<file path="src/rtl/pc_next_unit.sv">
// Program counter with next-PC selection (sequential, branch, jump, jr, exception, eret).
// Latency: selected target appears on pc one clk after the advancing edge; pc_plus4 is combinational.
// Backpressure: pc holds while fetch_ready is low or stall is high; exc still preempts in RUN.
module pc_next_unit #(
    parameter logic [31:0] RESET_VECTOR = 32'h0000_0000,
    parameter logic [31:0] EXC_VECTOR   = 32'h0000_0180
) (
    input  logic        clk,
    input  logic        rst_n,
    input  logic        stall,
    input  logic        fetch_ready,
    input  logic        branch,
    input  logic        zero,
    input  logic [31:0] sl_offset,
    input  logic        jump,
    input  logic [25:0] jump_index,
    input  logic        jr,
    input  logic [31:0] jr_target,
    input  logic        exc,
    input  logic        eret,
    output logic [31:0] pc,
    output logic [31:0] pc_plus4,
    output logic        fetch_valid,
    output logic        redirect,
    output logic [31:0] epc,
    output logic        addr_err
);

    typedef enum logic [1:0] {
        BOOT = 2'd0,
        RUN  = 2'd1,
        TRAP = 2'd2
    } state_t;

    state_t      state, state_nxt;
    logic [31:0] pc_nxt;
    logic [31:0] epc_nxt;
    logic        redirect_nxt;
    logic        addr_err_nxt;
    logic        advance;
    logic [31:0] btgt;
    logic [31:0] jtgt;

    assign pc_plus4    = pc + 32'd4;
    assign btgt        = pc_plus4 + sl_offset;
    assign jtgt        = {pc_plus4[31:28], jump_index, 2'b00};
    assign fetch_valid = (state == RUN);
    assign advance     = fetch_valid & fetch_ready & ~stall;

    always_comb begin
        state_nxt    = state;
        pc_nxt       = pc;
        epc_nxt      = epc;
        redirect_nxt = 1'b0;
        addr_err_nxt = 1'b0;
        case (state)
            BOOT: state_nxt = RUN;
            TRAP: state_nxt = RUN;
            RUN: begin
                // exc overrides the handshake; everything else waits for advance
                if (exc) begin
                    epc_nxt      = pc;
                    pc_nxt       = EXC_VECTOR;
                    redirect_nxt = 1'b1;
                    state_nxt    = TRAP;
                end else if (advance) begin
                    if (eret) begin
                        pc_nxt       = epc;
                        redirect_nxt = 1'b1;
                    end else if (jr) begin
                        redirect_nxt = 1'b1;
                        if (jr_target[1:0] != 2'b00) begin
                            epc_nxt      = pc;
                            pc_nxt       = EXC_VECTOR;
                            addr_err_nxt = 1'b1;
                            state_nxt    = TRAP;
                        end else begin
                            pc_nxt = jr_target;
                        end
                    end else if (jump) begin
                        pc_nxt       = jtgt;
                        redirect_nxt = 1'b1;
                    end else if (branch && zero) begin
                        pc_nxt       = btgt;
                        redirect_nxt = 1'b1;
                    end else begin
                        pc_nxt = pc_plus4;
                    end
                end
            end
            default: state_nxt = BOOT;
        endcase
    end

    always_ff @(posedge clk or negedge rst_n) begin
        if (!rst_n) begin
            state    <= BOOT;
            pc       <= RESET_VECTOR;
            epc      <= 32'h0000_0000;
            redirect <= 1'b0;
            addr_err <= 1'b0;
        end else begin
            state    <= state_nxt;
            pc       <= pc_nxt;
            epc      <= epc_nxt;
            redirect <= redirect_nxt;
            addr_err <= addr_err_nxt;
        end
    end

endmodule

</file>
<file path="config.mk">
export PLATFORM = sky130hd
export DESIGN_NAME = pc_next_unit
export DESIGN_NICKNAME = d
export VERILOG_FILES = /design/src/rtl/pc_next_unit.sv
export SDC_FILE = /design/constraint.sdc
export NUM_CORES = 1
export LEC_CHECK = 0
export CORE_MARGIN = 10
export CORE_UTILIZATION = 45
export CTS_BUF_LIST = sky130_fd_sc_hd__clkbuf_8
export CTS_CLUSTER_DIAMETER = 40
export DETAILED_ROUTE_END_ITERATION = 10
export GPL_TIMING_DRIVEN = 0
export PLACE_DENSITY = 0.78
export SLEW_MARGIN = 20
export SYNTH_ARGS = -nofsm -noshare
export SYNTH_HDL_FRONTEND = slang
export SYNTH_SLANG_ARGS = --single-unit
</file>
<file path="constraint.sdc">
create_clock -name clk -period 10.3 [get_ports clk]
set_input_delay 2.06 -clock clk [delete_from_list [all_inputs] [get_ports clk]]
set_output_delay 2.06 -clock clk [all_outputs]
set_load 0.05 [all_outputs]
</file>
== After elaboration in Yosys (flattened, before gate mapping) ==
Index checks and enable logic that the tools add are counted.

* Reduce and logical (&&, ||, !) cells: 10
* Equal/unequal tests: 7
* Add/sub/neg operators: 2
* Bitwise logic cells: 3
* Muxes and demuxes: 31

{| class="wikitable"
|+ Operator list
! operator !! number
|-
| $mux 32 || 12
|-
| $add 32x3->32 const B || 1
|-
| $add 32x32->32 || 1
|-
| $mux 1 || 13
|-
| $mux 2 || 5
|-
| $reduce_bool 2->1 || 4
|-
| $ne 3x2->1 const B || 2
|-
| $ne 3x3->1 const B || 2
|-
| $reduce_and 5->1 || 1
|-
| $pmux 2 s2 || 1
|-
| $reduce_and 4->1 || 1
|-
| $and 1x1->1 || 2
|-
| $eq 2x1->1 const B || 1
|-
| $eq 2x2->1 const B || 1
|-
| $logic_not 2->1 || 1
|-
| $ne 2x2->1 const B || 1
|-
| $reduce_and 2->1 || 1
|-
| $reduce_or 2->1 || 1
|-
| $logic_and 1x1->1 || 1
|-
| $not 1->1 || 1
|}

* Input port bits: 100
* Bits in registers: 68
* Word-level logic and storage cells: 58
* Output and inout port bits: 99

== Depth between registers and ports, before layout ==
* Depth in word-level cells: 8
* Gate-level depth with buffers: 18
* Mapped depth without buffers: 16

== Worst setup path after synthesis ==
Ideal clock, no wire load.

* Path kind: register to output
* Start point: register pc[9]
* End point: output port pc_plus4[23]
* Data arrival time: 2,721 ps
* Slack: 5,519 ps
* Data required time: 8,240 ps
* Cell stages (with the launch flop): 7
* Buffers on the path: 0
* Cell sequence: dfrtp_1 and4_1 and4_1 nand2_2 nor3_1 and3_1 xor2_1

* Word-level cells in the longest chain between the ends: 1

{| class="wikitable"
|+ RTL lines
! what !! line !! source
|-
| start, declared || 21 || <nowiki>output logic [31:0] pc,</nowiki>
|-
| start signal, assigned || 104 || <nowiki>pc <= pc_nxt;</nowiki>
|-
| $add 32x3->32 || 44 || <nowiki>assign pc_plus4 = pc + 32'd4;</nowiki>
|-
| end, declared || 22 || <nowiki>output logic [31:0] pc_plus4,</nowiki>
|}

Every way passes these cells.

== Worst setup path in the final report ==
* Start point: register pc[8]
* End point: output port pc_plus4[23]

The elaborated chain is that of the path after synthesis.

==> impl_metrics.json <==
{
  "status": "complete, no violations",
  "wl_per_cell_um": 21.67,
  "final_cells": 1105,
  "hold_buffers": 0,
  "skew_ps": 10.58,
  "crit_type": "flip-flop to output pin",
  "p_leak_nw": 3.416,
  "drtIter0Drc": 740,
  "antenna_left": 0,
  "die_height_um": 133.2,
  "hold_viol": 0,
  "synthTopCellsByCount": "nand2_1 (154), dfrtp_1 (68), a21oi_1 (57), o21ai_0 (49), ha_1 (39)",
  "syn_inst": 720,
  "slowest_stage": "clkdlybuf4s50_1",
  "cp_max_fo": 8,
  "synth_top_area_share_pct": 29.49,
  "gp_routability_congestion": 0.9420,
  "core_area_mm2": 0.01257,
  "yosysSeqAreaShare_pct": 29.49,
  "cp_common_cell": "and4_1",
  "clockRootBuffer": "clkbuf_8",
  "powerDensity_mw_per_mm2": 228.9,
  "port_buffers": 196,
  "cpPeakStageDelay_ps": 900,
  "slew_violations": 0,
  "timing.final.crit_share_pct": 53.72,
  "tightest_slew_ps": 789.7,
  "worstPathRequired_ps": 8240,
  "io_pins": 199,
  "first_pass_iters": 8,
  "fillCellCount": 1093,
  "areaGrowthSynthToFinish_pct": 40.95,
  "num_rows": 41,
  "dp_cells": 1089,
  "post-dp-hpwl_um": 18620,
  "clkTransAtPathRegs_ps": 80,
  "clockBufferDepth": 2,
  "initial_utilization_pct": 45.90,
  "post_cts_buffers": 0,
  "antenna_cells": 0,
  "slew_headroom_pct": 47.36,
  "synth.most_common_cell": "nand2_1",
  "rsz0062_at_grt": "false",
  "critical-path-top-delay-family": "simple AND/OR/NAND/NOR gates",
  "vias": 6653,
  "overflow": 0,
  "crit_path_start_kind": "flip-flop",
  "fin_setup_tns_ps": 0,
  "worstPathBufferInverterCount": 1,
  "syn_nets": 860,
  "vdd_drop_max_v": 0.0001617,
  "startpoint": "pc[8]",
  "grt_max_degree": 54,
  "clock_latency_ps": 360,
  "ys_seq_elements": 68,
  "hold_path.class": "flip-flop to flip-flop",
  "hp-start": "state[0]",
  "setup_violations": 0,
  "cap_viol_max_count": 0,
  "timing.rr.start": "pc[8]",
  "drc": 0,
  "synthArstFlopShare_pct": 100.0,
  "htreeDepth": 3,
  "crit_path_end_kind": "output pin",
  "synth_edf_count": 0,
  "tritoncts": "done",
  "antenna_found_initial": 0,
  "synth_cell_types": 67,
  "cts_resized": 0,
  "synth_warnings": 0,
  "cts_buffers": 9,
  "yosysTopAreaCell": "dfrtp_1",
  "ys.flop_type": "dfrtp_1",
  "viasPerCell": 6.021,
  "dieArea_mm2": 0.01775,
  "cts_sinks": 68,
  "crit_chain": "and4_1 -> and4_1 -> nand2_2 -> nor3_1 -> and3_1 -> xor2_1 -> clkdlybuf4s50_1",
  "drive_gt1_share_pct": 4.716,
  "finalNetCount": 1068,
  "syn_area_per_cell_um2": 8.013,
  "grt_pass1_vias": 6392,
  "dieWidth_um": 133.2,
  "post-route-min-period_ps": 5533,
  "post-route-util_pct": 64.70,
  "fmax_mhz": 180.7,
  "gr-usage-all-layers_pct": 26.04,
  "drt-total-wl_um": 23940,
  "synth_area_leaders": "dfrtp_1 (29%), nand2_1 (10%), ha_1 (8.5%)",
  "grt_pass1_wl_um": 36760,
  "arrival_ps": 3470,
  "syn_area_mm2": 0.005769
}
-- where the power goes --
part           switching [mW]  internal [mW]  total [mW]
combinational           0.811          0.415        1.23
clock                   0.113         0.0845       0.198
sequential             0.0985          0.339       0.438
-- state kept, by name, indices dropped and copies added, names as in the netlist --
register and count:
epc 32, pc 32, state 2, addr_err 1, redirect 1
-- layer usage --
| metal | track usage [%] | vias to the layer above | wire (µm) |
|---|---|---|---|
| li1 | - | 3069 | - |
| met1 | 33.74 | 3135 | 9759 |
| met2 | 41.09 | 404 | 10910 |
| met3 | 8.647 | 45 | 2731 |
| met4 | 5.985 | 0 | 540 |
| met5 | 0 | - | 0 |
-- cells by family (layout without fill, tap and decap cells) --
| kind of cell | Yosys count | after routing | synth area share [%] |
|---|---|---|---|
| compound gates | 223 | 223 | 26.55 |
| xor+xnor | 53 | 53 | 8.176 |
| fa+ha+maj | 40 | 40 | 8.805 |
| buf+inv | 61 | 274 | 4.511 |
| flops | 68 | 68 | 29.49 |
| mux | 1 | 1 | 0.1735 |
| simple gates | 274 | 274 | 22.29 |
-- worst reg2reg max path, stage by stage (launching register included) --
cell       delay (ps)
dfrtp_1           510
and4_1            310
and4_1            340
nand2_1           180
nor2_1            180
xnor2_1           300
ha_1              330
clkbuf_1          220
a21o_1            200
a21o_1            160
a21oi_1           260
o21ai_0           180
a31oi_1           190
o31ai_1           110
xor2_1            180
a2111oi_0         380
o31ai_1           120
-- path summary, 6_finish.rpt --
kind / slack [ps] / endpoint / cells after the start
min in group asynchronous: 1570 / epc[5] / 1
worst min register to register: 460 / state[0] / 1
max in group asynchronous: 8170 / epc[0] / 2
worst max-delay path: 4770 / pc_plus4[23] / 7
worst max register to register: 6000 / pc[29] / 16
worst min-delay path: 460 / state[0] / 1
-- stage by stage --
| step | hold WS, ps | worst slack [ps] | cell area (µm²) | total power [mW] |
|---|---|---|---|---|
| after floorplan | 420.0 | 5519 | 5769 | 1.220 |
| after global placement | 442.0 | 4718 | 7946 | 1.639 |
| after detailed placement | 451.5 | 4857 | 7971 | 1.647 |
| after CTS | 464.4 | 4789 | 8132 | 1.845 |
| after global routing | 494.9 | 4588 | 8132 | 1.953 |
| final | 460.5 | 4767 | 8132 | 1.861 |
-- cell type report --
class	count	area [µm²]	share of cell area, %
Timing Repair Buffer	197	1987	24.43
Clock buffer	9	123.9	1.523
Buffer	41	185.2	2.277
Sequential cell	68	1702	20.93
Tap cell	172	215.2	2.647
Multi-Input combinational cell	591	3807	46.82
Inverter	20	75.07	0.9232
Clock inverter	7	36.28	0.4462
-- cell usage in the layout, fill, tap and decap left out, types with 4 or more instances in the layout --
master	synthesis	layout
a221oi_1	22	22
o21ai_0	49	49
a22oi_1	6	6
and3_1	9	9
nand4_1	17	17
o21a_1	6	6
clkbuf_1	28	28
a21o_1	12	12
a21oi_1	57	57
o21bai_1	6	6
buf_4	4	5
a32oi_1	4	4
clkdlybuf4s50_1	0	195
nor3_1	15	15
buf_1	6	6
nor2_1	27	27
clkbuf_8	0	9
and2_1	4	4
nor2b_1	6	6
o221a_2	4	4
o31ai_1	4	4
dfrtp_1	68	68
xnor2_1	34	34
nand3_1	19	19
clkinv_2	0	4
a31oi_1	7	7
ha_1	39	39
o221ai_1	21	21
inv_1	19	21
xor2_1	18	18
nand2_1	154	154
Power figures use the tool's default switching activity.
